<file path="src/rtl/timer_cntrl_pkg.sv">
// Shared encodings for the multi-channel timer control block.
package timer_cntrl_pkg;

    typedef enum logic [1:0] {
        ST_IDLE   = 2'd0,
        ST_ARMED  = 2'd1,
        ST_ACTIVE = 2'd2
    } ch_state_e;

    // status bit layout inside each channel's STAT_W slice
    localparam int STAT_PEND  = 0;
    localparam int STAT_ACT   = 1;
    localparam int STAT_ARM   = 2;
    localparam int STAT_DONE  = 3;
    localparam int STAT_USED  = 4;
    localparam int STAT_W_DEF = 8;

endpackage

</file>
<file path="src/rtl/timer_cntrl_ch.sv">
// One timer channel: IDLE/ARMED/ACTIVE control FSM with pending-gated reloads.
module timer_cntrl_ch
    import timer_cntrl_pkg::*;
(
    input  logic                 clk_i,
    input  logic                 rst_i,
    input  logic                 start_i,
    input  logic                 stop_i,
    input  logic                 rst_req_i,
    input  logic                 update_i,
    input  logic                 oneshot_i,
    input  logic                 trig_en_i,
    input  logic                 trig_i,
    input  logic                 cnt_update_i,
    output logic                 ctrl_rst_o,
    output logic                 ctrl_cnt_upd_o,
    output logic                 ctrl_all_upd_o,
    output logic                 ctrl_active_o,
    output logic [STAT_USED-1:0] status_o
);

    ch_state_e state_q, state_d;
    logic      pending_q, pending_d;
    logic      done_q, done_d;
    logic      fire;
    logic      stop_eff;
    logic      is_active;

    assign is_active = (state_q == ST_ACTIVE);
    // start beats a coincident stop
    assign stop_eff  = stop_i & ~start_i;

    always_comb begin
        state_d = state_q;
        done_d  = done_q;
        fire    = 1'b0;
        if (start_i) done_d = 1'b0;
        case (state_q)
            ST_IDLE: begin
                if (start_i) begin
                    if (trig_en_i) begin
                        state_d = ST_ARMED;
                    end else begin
                        state_d = ST_ACTIVE;
                        fire    = 1'b1;
                    end
                end
            end
            ST_ARMED: begin
                if (stop_eff) begin
                    state_d = ST_IDLE;
                end else if (trig_i) begin
                    state_d = ST_ACTIVE;
                    fire    = 1'b1;
                end
            end
            ST_ACTIVE: begin
                if (stop_eff) begin
                    state_d = ST_IDLE;
                end else if (cnt_update_i && oneshot_i) begin
                    state_d = ST_IDLE;
                    done_d  = 1'b1;
                end
            end
            default: state_d = ST_IDLE;
        endcase
    end

    // a fresh update request always survives a coincident clear
    assign pending_d = update_i | (pending_q & ~fire & ~(is_active & cnt_update_i));

    always_ff @(posedge clk_i) begin
        if (rst_i) begin
            state_q   <= ST_IDLE;
            pending_q <= 1'b0;
            done_q    <= 1'b0;
        end else begin
            state_q   <= state_d;
            pending_q <= pending_d;
            done_q    <= done_d;
        end
    end

    always_comb begin
        ctrl_rst_o     = 1'b0;
        ctrl_cnt_upd_o = 1'b0;
        ctrl_all_upd_o = 1'b0;
        ctrl_active_o  = 1'b0;
        status_o       = '0;
        if (!rst_i) begin
            ctrl_rst_o           = fire | rst_req_i;
            ctrl_cnt_upd_o       = fire | update_i;
            ctrl_all_upd_o       = fire | (cnt_update_i & pending_q & is_active);
            ctrl_active_o        = is_active;
            status_o[STAT_PEND]  = pending_q;
            status_o[STAT_ACT]   = is_active;
            status_o[STAT_ARM]   = (state_q == ST_ARMED);
            status_o[STAT_DONE]  = done_q;
        end
    end

endmodule

</file>
<file path="src/rtl/timer_cntrl_mc.sv">
// Multi-channel timer control: resolves group start/stop and fans out to channel FSMs.
module timer_cntrl_mc
    import timer_cntrl_pkg::*;
#(
    parameter int N_CH   = 4,
    parameter int STAT_W = STAT_W_DEF
) (
    input  logic                     clk_i,
    input  logic                     rst_i,
    input  logic [N_CH-1:0]          cfg_start_i,
    input  logic [N_CH-1:0]          cfg_stop_i,
    input  logic [N_CH-1:0]          cfg_rst_i,
    input  logic [N_CH-1:0]          cfg_update_i,
    input  logic [N_CH-1:0]          cfg_arm_i,
    input  logic [N_CH-1:0]          cfg_oneshot_i,
    input  logic [N_CH-1:0]          cfg_trig_en_i,
    input  logic                     cfg_grp_start_i,
    input  logic                     cfg_grp_stop_i,
    input  logic [N_CH-1:0]          cfg_grp_mask_i,
    input  logic [N_CH-1:0]          trig_i,
    input  logic [N_CH-1:0]          cnt_update_i,
    output logic [N_CH-1:0]          ctrl_cnt_upd_o,
    output logic [N_CH-1:0]          ctrl_all_upd_o,
    output logic [N_CH-1:0]          ctrl_rst_o,
    output logic [N_CH-1:0]          ctrl_active_o,
    output logic [N_CH-1:0]          ctrl_arm_o,
    output logic [N_CH*STAT_W-1:0]   status_o
);

    logic [N_CH-1:0]                 st_eff;
    logic [N_CH-1:0]                 sp_eff;
    logic [N_CH-1:0][STAT_USED-1:0]  ch_stat;
    logic [N_CH-1:0][STAT_W-1:0]     stat;

    // group pulses hit every masked channel in the same cycle
    assign st_eff     = cfg_start_i | ({N_CH{cfg_grp_start_i}} & cfg_grp_mask_i);
    assign sp_eff     = cfg_stop_i  | ({N_CH{cfg_grp_stop_i}}  & cfg_grp_mask_i);
    assign ctrl_arm_o = cfg_arm_i;
    assign status_o   = stat;

    for (genvar c = 0; c < N_CH; c++) begin : g_ch
        timer_cntrl_ch u_ch (
            .clk_i          (clk_i),
            .rst_i          (rst_i),
            .start_i        (st_eff[c]),
            .stop_i         (sp_eff[c]),
            .rst_req_i      (cfg_rst_i[c]),
            .update_i       (cfg_update_i[c]),
            .oneshot_i      (cfg_oneshot_i[c]),
            .trig_en_i      (cfg_trig_en_i[c]),
            .trig_i         (trig_i[c]),
            .cnt_update_i   (cnt_update_i[c]),
            .ctrl_rst_o     (ctrl_rst_o[c]),
            .ctrl_cnt_upd_o (ctrl_cnt_upd_o[c]),
            .ctrl_all_upd_o (ctrl_all_upd_o[c]),
            .ctrl_active_o  (ctrl_active_o[c]),
            .status_o       (ch_stat[c])
        );
        assign stat[c] = {{(STAT_W-STAT_USED){1'b0}}, ch_stat[c]};
    end

endmodule

</file>
<file path="config.mk">
export PLATFORM = sky130hd
export DESIGN_NAME = timer_cntrl_mc
export DESIGN_NICKNAME = d
export VERILOG_FILES = /design/src/rtl/timer_cntrl_pkg.sv /design/src/rtl/timer_cntrl_ch.sv /design/src/rtl/timer_cntrl_mc.sv
export SDC_FILE = /design/constraint.sdc
export NUM_CORES = 1
export LEC_CHECK = 0
export CAP_MARGIN = 5
export CORE_AREA = 2 2 90 49
export DETAILED_ROUTE_END_ITERATION = 16
export DIE_AREA = 0 0 92 51
export GPL_TIMING_DRIVEN = 0
export HOLD_SLACK_MARGIN = 0.05
export PLACE_DENSITY = 0.88
export RECOVER_POWER = 25
export SYNTH_ARGS = -nofsm -noshare
export SYNTH_HDL_FRONTEND = slang
export SYNTH_HIERARCHICAL = 1
export SYNTH_SLANG_ARGS = --single-unit
</file>
<file path="constraint.sdc">
create_clock -name clk_i -period 1.5 [get_ports clk_i]
set_clock_uncertainty 0.05 [all_clocks]
set_input_delay 0.225 -clock clk_i [delete_from_list [all_inputs] [get_ports clk_i]]
set_output_delay 0.225 -clock clk_i [all_outputs]
set_load 0.02 [all_outputs]
</file>
==> impl_metrics.env, run 1 <==
export IMPL_cp_data_required_time_ns=1.22
export IMPL_clk_path_buf_depth=2
export IMPL_critPathMaxFanout=4
export IMPL_fin_crit_ns=1.75
export IMPL_syn_inst=153
export IMPL_cts_tree="done"
export IMPL_vias=1487
export IMPL_ant_nets=0
export IMPL_power_density_nw_per_um2=596
export IMPL_wl_um=4060
export IMPL_drive_above_1_share=0.470
export IMPL_area_growth_pct=104
export IMPL_drv_slew=0
export IMPL_die_y_um=51
export IMPL_first_global_vias=1425
export IMPL_power_mw=1.55
export IMPL_postCtsHoldBufs=0
export IMPL_cap_violations=0
export IMPL_worst_slack_ns=-0.252
export IMPL_drc=0
export IMPL_yosysUniqueCellTypes=21
export IMPL_clock_latency_ns=0.24
export IMPL_hold_ws_ns=0.388
export IMPL_globalRoute_totalOverflow=0
export IMPL_use_met3=0.0546
export IMPL_start_util=0.315
export IMPL_cts_sinks=16
export IMPL_finalInstanceArea_um2=2600
export IMPL_start_kind="flip-flop"
export IMPL_rows=17
export IMPL_pin_count=96
export IMPL_clockRootBuffer="clkbuf_8"
export IMPL_syn_avg_cell_area_um2=8.33
export IMPL_grt_max_degree=33
export IMPL_clkTransAtPathRegs_ns=0.06
export IMPL_antenna_found_initial=0
export IMPL_n_antenna_cell=0
export IMPL_nets=329
export IMPL_ctsHtreeMaxLevel=1
export IMPL_post_route_util=0.644
export IMPL_hold_violations=0
export IMPL_endpoint_kind="output port"
export IMPL_numCtsBuffers=3
export IMPL_wl_per_cell_um=11.9
export IMPL_leakagePower_nw=1.28
export IMPL_ys_seq_area_frac=0.251
export IMPL_gp_congestion=0.780
export IMPL_grt_pass1_wl_um=6490
export IMPL_globalRouteMet2Util=0.295
export IMPL_drtIter0Drc=22
export IMPL_period_share=1.17
export IMPL_synth_seq_cells=16
export IMPL_rsz0062_at_grt="true"
export IMPL_firstDrtPassIters=4
export IMPL_core_um2=4040
export IMPL_viasPerCell=4.37
export IMPL_peakVddDrop_mv=0.316
export IMPL_busiest_layer="met2"
export IMPL_status="finished, violations left"
export IMPL_placed_cell_area_um2=2150
export IMPL_arrival_ns=1.48
export IMPL_setup_viol=16
export IMPL_ys_warn_count=6
export IMPL_place_port_buffers=75
export IMPL_hold_path_class="primary input to flip-flop"
export IMPL_grt_met1_usage=0.224
export IMPL_violations="setup timing"
export IMPL_grt_usage=0.173
export IMPL_syn_area_um2=1270
export IMPL_worstSetupPathType="flip-flop to output port"
export IMPL_fillers=360
export IMPL_dp_hpwl_um=2840
export IMPL_tns_ns=-2.82
export IMPL_die_area_um2=4690
export IMPL_die_width_um=92
export IMPL_clock_fmax_mhz=571
critical path, stage by stage, from the launching register on:
cell     delay [ns]
dfxtp_4        0.36
nor3b_4        0.23
a31oi_4        0.05
or3_4          0.37
o21ai_2        0.08
buf_6          0.13
registers in the layout, indices dropped and copies added (netlist names):
register / flops
g_ch.u_ch/pending_q: 4
g_ch.u_ch/state_q: 8
g_ch.u_ch/done_q: 4
Yosys cell counts, drive strengths merged:
cell type	instances	area share
a21o	8	0.047
nor3b	12	0.10
a211oi	4	0.024
dfxtp	16	0.25
inv	8	0.024
nor2	4	0.012
nand3	4	0.016
a32o	4	0.031
and2	4	0.020
nand2	16	0.047
nand3b	12	0.071
nor2b	8	0.039
nand2b	8	0.047
conb	1	0.0029
a31oi	4	0.020
buf	24	0.14
o21ai	12	0.071
or3	4	0.035
cells by family after synthesis:
family                 synth area share
and+or+nand+nor                   0.389
AOI/OAI and AO/OA                 0.192
buffers and inverters             0.165
DFF                               0.251
other                           0.00294
area by class of cell:
cell class / instances / area (um^2) / area share
Timing Repair Buffer: 113 / 1000 / 0.385
Multi-Input combinational cell: 120 / 938 / 0.361
Buffer: 23 / 173 / 0.0663
Clock buffer: 3 / 41.3 / 0.0159
Inverter: 8 / 30.0 / 0.0115
Tap cell: 57 / 71.3 / 0.0274
Sequential cell: 16 / 348 / 0.134
final timing paths:
path / slack (ns) / endpoint / from / depth (start not counted)
worst max-delay path: -0.25 / ctrl_rst_o[1] / g_ch[1].u_ch/state_q[0]$_SDFFE_PP0P_ / 5
worst min-delay path: 0.39 / g_ch[0].u_ch/state_q[0]$_SDFFE_PP0P_ / cfg_trig_en_i[0] / 3
worst max register to register: 0.17 / g_ch[2].u_ch/state_q[1]$_SDFFE_PP0P_ / g_ch[2].u_ch/state_q[0]$_SDFFE_PP0P_ / 5
worst min register to register: 0.41 / g_ch[0].u_ch/state_q[0]$_SDFFE_PP0P_ / g_ch[0].u_ch/state_q[1]$_SDFFE_PP0P_ / 1
power by group:
group          total (mW)  internal, mW  switching [mW]
clock               0.320         0.178           0.142
sequential          0.498         0.458          0.0400
combinational       0.733         0.408           0.325
total                1.55          1.04           0.507
metrics by stage:
stage / setup WS, ns / instances
after CTS: -0.301 / 332
after global placement: -1.55 / 300
after global routing: -0.304 / 340
after floorplan: 0.0780 / 168
final: -0.252 / 340
after detailed placement: -1.54 / 300
per-layer routing:
metal | part of all wire | vias up
met1 | 0.46 | 674
met2 | 0.47 | 49
li1 | - | 762
met4 | 0.0022 | 0
met3 | 0.071 | 2
met5 | 0 | -
layout by cell type (no fill, tap or decap), drive strengths merged, types with 7 or more instances in the layout:
cell type	n
a21o	8
clkbuf	7
dfxtp	16
inv	8
clkdlybuf4s50	22
nor2b	8
nand2b	8
nand3b	12
nand2	16
o21ai	12
nor3b	12
buf	82
dlygate4sd2	22
conb	16
what timing repair did:
item                                    CTS  global route
endpoints found under the setup margin   48            22
gates resized for setup                 196            16
buffers inserted                         29             9
pin swaps                                20            11
Power figures use the tool's default switching activity.
==> run 2: changes to the inputs <==
--- a/config.mk
+++ b/config.mk
@@ -6,14 +6,13 @@
 export NUM_CORES = 1
 export LEC_CHECK = 0
 export CAP_MARGIN = 5
-export CORE_AREA = 2 2 90 49
+export CORE_AREA = 2 2 94 51
 export DETAILED_ROUTE_END_ITERATION = 16
-export DIE_AREA = 0 0 92 51
+export DIE_AREA = 0 0 96 53
 export GPL_TIMING_DRIVEN = 0
 export HOLD_SLACK_MARGIN = 0.05
 export PLACE_DENSITY = 0.88
 export RECOVER_POWER = 25
 export SYNTH_ARGS = -nofsm -noshare
 export SYNTH_HDL_FRONTEND = slang
-export SYNTH_HIERARCHICAL = 1
 export SYNTH_SLANG_ARGS = --single-unit
==> impl_metrics.env, run 2 <==
export IMPL_synth_area_leader_cell="dfxtp_1"
export IMPL_wl_um=5470
export IMPL_hold_violations=0
export IMPL_peakVddDrop_mv=0.333
export IMPL_dp_hpwl_um=3710
export IMPL_regMostFlops="g_ch.u_ch.state_q"
export IMPL_globalRoute_totalOverflow=0
export IMPL_grt_max_degree=11
export IMPL_dr_wl_met3_um=397
export IMPL_antenna_found_initial=0
export IMPL_setup_viol=13
export IMPL_ys_seq_area_frac=0.210
export IMPL_endpoint_kind="output port"
export IMPL_hold_path_class="primary input to flip-flop"
export IMPL_die_y_um=53
export IMPL_multiInputGateArea_um2=1010
export IMPL_cp_data_required_time_ns=1.22
export IMPL_violations="setup timing"
export IMPL_grt_pass1_wl_um=8240
export IMPL_highest_layer="met4"
export IMPL_clock_fmax_mhz=566
export IMPL_slowest_stage="or3_4"
export IMPL_nets=374
export IMPL_yosysMostFrequentCell="buf_4"
export IMPL_power_density_nw_per_um2=626
export IMPL_clockRootBuffer="clkbuf_8"
export IMPL_drt_met1_wl_um=2360
export IMPL_synth_top_area_frac=0.210
export IMPL_pin_count=96
export IMPL_final_common_cell="buf_4"
export IMPL_arrival_ns=1.49
export IMPL_start_kind="flip-flop"
export IMPL_ys_flop_type="dfxtp_1"
export IMPL_layout_common_cells="buf_4 (66), nand2_1 (23), dlygate4sd2_1 (19)"
export IMPL_crit_chain="or3_4 > a211o_1 > o21ai_2 > buf_6"
export IMPL_whs_path_depth=4
export IMPL_drive_above_1_share=0.427
export IMPL_met2_length_um=2660
export IMPL_drtIter0Drc=64
export IMPL_finalInstanceArea_um2=2720
export IMPL_vias=1917
export IMPL_ant_nets=0
export IMPL_n_antenna_cell=0
export IMPL_synth_async_reset_ratio=0
export IMPL_synth_seq_cells=16
export IMPL_rsz0062_at_grt="true"
export IMPL_start_util=0.360
export IMPL_reg2reg_depth=5
export IMPL_worst_slack_ns=-0.267
export IMPL_numCtsBuffers=3
export IMPL_firstDrtPassIters=5
export IMPL_synthTopCellsByCount="buf_4 (40), nand2_1 (27), dfxtp_1 (16)"
export IMPL_syn_avg_cell_area_um2=6.96
export IMPL_syn_inst=219
export IMPL_top_regs="g_ch.u_ch.state_q x8, g_ch.u_ch.done_q x4, g_ch.u_ch.pending_q x4"
export IMPL_gp_congestion=0.928
export IMPL_status="finished, violations left"
export IMPL_ys_warn_count=0
export IMPL_syn_area_um2=1520
export IMPL_first_global_vias=1782
export IMPL_yosysUniqueCellTypes=35
export IMPL_worstSetupPathType="flip-flop to output port"
export IMPL_placed_cell_area_um2=2380
export IMPL_critPathMaxFanout=3
export IMPL_drv_slew=0
export IMPL_leakagePower_nw=1.31
export IMPL_ctsHtreeMaxLevel=1
export IMPL_synth_edf_count=0
export IMPL_clkTransAtPathRegs_ns=0.06
export IMPL_cts_tree="done"
export IMPL_clk_path_buf_depth=2
export IMPL_clock_latency_ns=0.25
export IMPL_yosys_top_cells_area="dfxtp_1 (21%), buf_4 (20%), nand2_1 (6.7%), nor2b_1 (5.3%), o21ai_0 (4.9%)"
export IMPL_rows=17
export IMPL_area_growth_pct=78.7
export IMPL_wl_per_cell_um=14.2
export IMPL_fin_crit_ns=1.77
export IMPL_crit_family="compound AO/OA/AOI/OAI gates"
export IMPL_viasPerCell=4.98
export IMPL_power_mw=1.70
export IMPL_place_port_buffers=73
export IMPL_drc=0
export IMPL_cts_sinks=16
export IMPL_largest_reg_flops=8
export IMPL_fillers=372
export IMPL_core_um2=4230
export IMPL_cp_depth=4
export IMPL_cap_violations=0
export IMPL_period_share=1.18
export IMPL_grt_usage=0.212
export IMPL_cp_buffers_inverters=1
export IMPL_die_width_um=96
export IMPL_regArea_um2=345
export IMPL_slowest_delay_ns=0.37
export IMPL_die_area_um2=5090
run 2: final cells by class:
cell class | instances | area share
inverter | 15 | 0.0225
tap | 57 | 0.0262
buffer | 35 | 0.101
sequential | 16 | 0.127
clock buffer | 3 | 0.0152
timing repair buffer | 104 | 0.339
multi-input combinational | 155 | 0.369
run 2: path summary, 6_finish.rpt:
kind | startpoint | end | slack, ns
max | g_ch[1].u_ch.state_q[0]$_SDFFE_PP0P_ | ctrl_rst_o[1] | -0.27
min | cfg_grp_start_i | g_ch[1].u_ch.done_q$_SDFF_PP0_ | 0.33
max reg2reg | g_ch[3].u_ch.state_q[0]$_SDFFE_PP0P_ | g_ch[3].u_ch.state_q[1]$_SDFFE_PP0P_ | 0.20
min reg2reg | g_ch[1].u_ch.state_q[1]$_SDFFE_PP0P_ | g_ch[1].u_ch.state_q[0]$_SDFFE_PP0P_ | 0.43
run 2: power by group:
part           switching, mW  internal, mW  leakage (nW)  total (mW)
Combinational          0.433         0.435          1.15       0.868
Clock                  0.153         0.178        0.0216       0.331
Sequential            0.0415         0.464         0.136       0.505
run 2: repair_timing:
action / 4_1_cts / 5_1_grt
hold buffers: 0 / 0
setup endpoints to repair: 34 / 19
resized for setup: 207 / 31
hold endpoints to repair: 0 / 0
buffers inserted: 21 / 10
pin swaps: 24 / 12
cloned: 0 / 0
run 2: logic make-up (layout without fill, tap and decap cells):
group           after synthesis  count (layout)  share of synthesized area
simple gates                 80              80                      0.256
buf+inv                      63             157                      0.261
compound gates               59              59                      0.270
flops                        16              16                      0.210
other cells                   1              16                    0.00246
run 2: stage by stage:
stage | cells | TNS [ns] | setup slack (ns) | hold WS, ns | util
3_5_place_dp | 364 | -21.58 | -1.20 | 0.493 | 0.563
3_3_place_gp | 364 | -20.54 | -1.16 | 0.477 | 0.563
2_1_floorplan | 234 | 0 | 0.0115 | 0.315 | -
5_1_grt | 385 | -2.94 | -0.335 | 0.333 | 0.643
6_report | 385 | -1.88 | -0.267 | 0.325 | 0.643
4_1_cts | 379 | -1.50 | -0.323 | 0.309 | 0.612
run 2: tightest hold or removal path, stage by stage:
cell and delay (ns):
buf_6 0.14, a21oi_2 0.08, nand2_1 0.06, o21ai_0 0.07
run 2: metal layers:
layer	GRT usage	up-vias
met5	0	-
met4	0.0452	0
met3	0.0499	6
met2	0.374	95
met1	0.265	898
li1	-	918
==> run 3: changes to the inputs <==
--- a/config.mk
+++ b/config.mk
@@ -11,7 +11,7 @@
 export DIE_AREA = 0 0 96 53
 export GPL_TIMING_DRIVEN = 0
 export HOLD_SLACK_MARGIN = 0.05
-export PLACE_DENSITY = 0.88
+export PLACE_DENSITY = 0.78
 export RECOVER_POWER = 25
 export SYNTH_ARGS = -nofsm -noshare
 export SYNTH_HDL_FRONTEND = slang
==> impl_metrics.env, run 3 (synthesis results as in run 2) <==
export IMPL_gp_congestion=0.904
export IMPL_postCtsHoldBufs=0
export IMPL_endpoint_kind="output port"
export IMPL_grt_pass1_wl_um=7520
export IMPL_multiInputGateArea_um2=1030
export IMPL_die_area_um2=5090
export IMPL_status="finished, violations left"
export IMPL_grt_usage=0.192
export IMPL_die_width_um=96
export IMPL_worst_pin_slew_ns=0.497
export IMPL_arrival_ns=1.50
export IMPL_worst_slack_ns=-0.277
export IMPL_busiest_layer="met2"
export IMPL_nets=372
export IMPL_die_y_um=53
export IMPL_clock_fmax_mhz=563
export IMPL_r2r_setup_slack_ns=0.13
export IMPL_hold_path_class="primary input to flip-flop"
export IMPL_regArea_um2=340
export IMPL_cts_sinks=16
export IMPL_fin_crit_ns=1.78
export IMPL_clockRootBuffer="clkbuf_8"
export IMPL_whs_path_depth=4
export IMPL_final_common_cell="buf_4"
export IMPL_seq_power_share=0.289
export IMPL_tns_ns=-2.49
export IMPL_ctsHtreeMaxLevel=1
export IMPL_numCtsBuffers=3
export IMPL_core_um2=4230
export IMPL_reg2reg_to="g_ch[0].u_ch.state_q[1]$_SDFFE_PP0P_"
export IMPL_power_switching_mw=0.642
export IMPL_viasPerCell=4.84
export IMPL_hold_violations=0
export IMPL_grt_met1_usage=0.259
export IMPL_leakagePower_nw=1.33
export IMPL_power_share_clock=0.198
export IMPL_drtIter0Drc=49
export IMPL_grt_max_degree=11
export IMPL_period_share=1.18
export IMPL_start_kind="flip-flop"
export IMPL_dp_hpwl_um=3620
export IMPL_wl_um=5230
export IMPL_cp_data_required_time_ns=1.22
export IMPL_fillers=375
export IMPL_clk_path_buf_depth=2
export IMPL_start_util=0.360
export IMPL_violations="setup timing"
export IMPL_vias=1853
export IMPL_drv_slew=0
export IMPL_cts_tree="done"
export IMPL_ant_nets=0
export IMPL_largest_reg_flops=8
export IMPL_rows=17
export IMPL_use_met3=0.0541
export IMPL_placed_cell_area_um2=2380
export IMPL_globalRouteMet2Util=0.314
export IMPL_finalInstanceArea_um2=2760
export IMPL_clkTransAtPathRegs_ns=0.07
export IMPL_top_regs="g_ch.u_ch.state_q x8, g_ch.u_ch.done_q x4, g_ch.u_ch.pending_q x4"
export IMPL_combinationalPowerShare=0.513
export IMPL_min_from="rst_i"
export IMPL_first_global_vias=1640
export IMPL_globalRoute_totalOverflow=0
export IMPL_drc=0
export IMPL_reg2reg_depth=6
export IMPL_setup_viol=16
export IMPL_sw_frac_of_total=0.371
export IMPL_layout_common_cells="buf_4 (55), buf_6 (27), nand2_1 (22)"
export IMPL_area_growth_pct=81.1
export IMPL_peakVddDrop_mv=0.311
export IMPL_regMostFlops="g_ch.u_ch.state_q"
export IMPL_place_port_buffers=73
export IMPL_wl_per_cell_um=13.6
export IMPL_power_density_nw_per_um2=627
export IMPL_intPower_mw=1.09
export IMPL_pin_count=96
export IMPL_r2r_start="g_ch[0].u_ch.state_q[0]$_SDFFE_PP0P_"
export IMPL_drive_above_1_share=0.436
export IMPL_hold_end="g_ch[2].u_ch.done_q$_SDFF_PP0_"
export IMPL_worstSetupPathType="flip-flop to output port"
export IMPL_rsz0062_at_grt="true"
export IMPL_n_antenna_cell=0
export IMPL_clock_latency_ns=0.25
export IMPL_firstDrtPassIters=4
export IMPL_post_route_util=0.652
export IMPL_critPathMaxFanout=3
export IMPL_maxSlewHeadroom=0.666
export IMPL_cap_violations=0
export IMPL_antenna_found_initial=0
==> run 3: cell type report <==
cell class	count	area share
sequential	16	0.123
buffer	34	0.0970
inverter	15	0.0222
timing repair buffer	103	0.343
multi-input combinational	155	0.374
clock buffer	3	0.0150
tap	57	0.0258
==> run 3: critical path: stages (launching register included) <==
cell and delay [ns]:
dfxtp_4 0.35, or3_4 0.37, a211o_1 0.32, o21ai_2 0.08, buf_6 0.13
==> run 3: routing by layer <==
metal  share of wire  vias to the layer above
li1                -                      919
met1            0.44                      844
met2            0.46                       86
met3           0.087                        4
met4          0.0073                        0
met5               0                        -
==> run 3: power by group through the flow <==
stage | Sequential [mW] | Combinational [mW] | Clock [mW]
6_report | 0.500 | 0.889 | 0.342
5_1_grt | 0.506 | 0.948 | 0.364
4_1_cts | 0.498 | 0.825 | 0.342
3_5_place_dp | 0.499 | 0.749 | 0
3_3_place_gp | 0.497 | 0.741 | 0
2_1_floorplan | 0.491 | 0.455 | 0
==> run 3: stage by stage <==
stage	cells	setup WS [ns]	power, mW	hold WS [ns]
3_5_place_dp	364	-1.17	1.25	0.482
6_report	383	-0.277	1.73	0.296
2_1_floorplan	234	0.0115	0.945	0.315
3_3_place_gp	364	-1.16	1.24	0.474
4_1_cts	377	-0.322	1.67	0.304
5_1_grt	383	-0.337	1.82	0.336
==> run 3: worst max-delay path by stage <==
stage,startpoint,endpoint,slack [ns],depth (start not counted)
floorplan,g_ch[1].u_ch.state_q[0]$_SDFFE_PP0P_,ctrl_cnt_upd_o[1],0.01,4
global placement,cfg_grp_stop_i,ctrl_cnt_upd_o[1],-1.16,7
detailed placement,cfg_grp_stop_i,ctrl_cnt_upd_o[1],-1.17,7
CTS,g_ch[1].u_ch.state_q[0]$_SDFFE_PP0P_,ctrl_all_upd_o[1],-0.32,4
global route,g_ch[1].u_ch.state_q[0]$_SDFFE_PP0P_,ctrl_all_upd_o[1],-0.34,4
finish,g_ch[1].u_ch.state_q[0]$_SDFFE_PP0P_,ctrl_cnt_upd_o[1],-0.28,4
==> run 3: what timing repair did <==
action                                  in CTS  in global routing
setup buffers                               24                  7
pin swaps                                   27                 12
resized for setup                          227                 33
endpoints found under the setup margin      33                 20
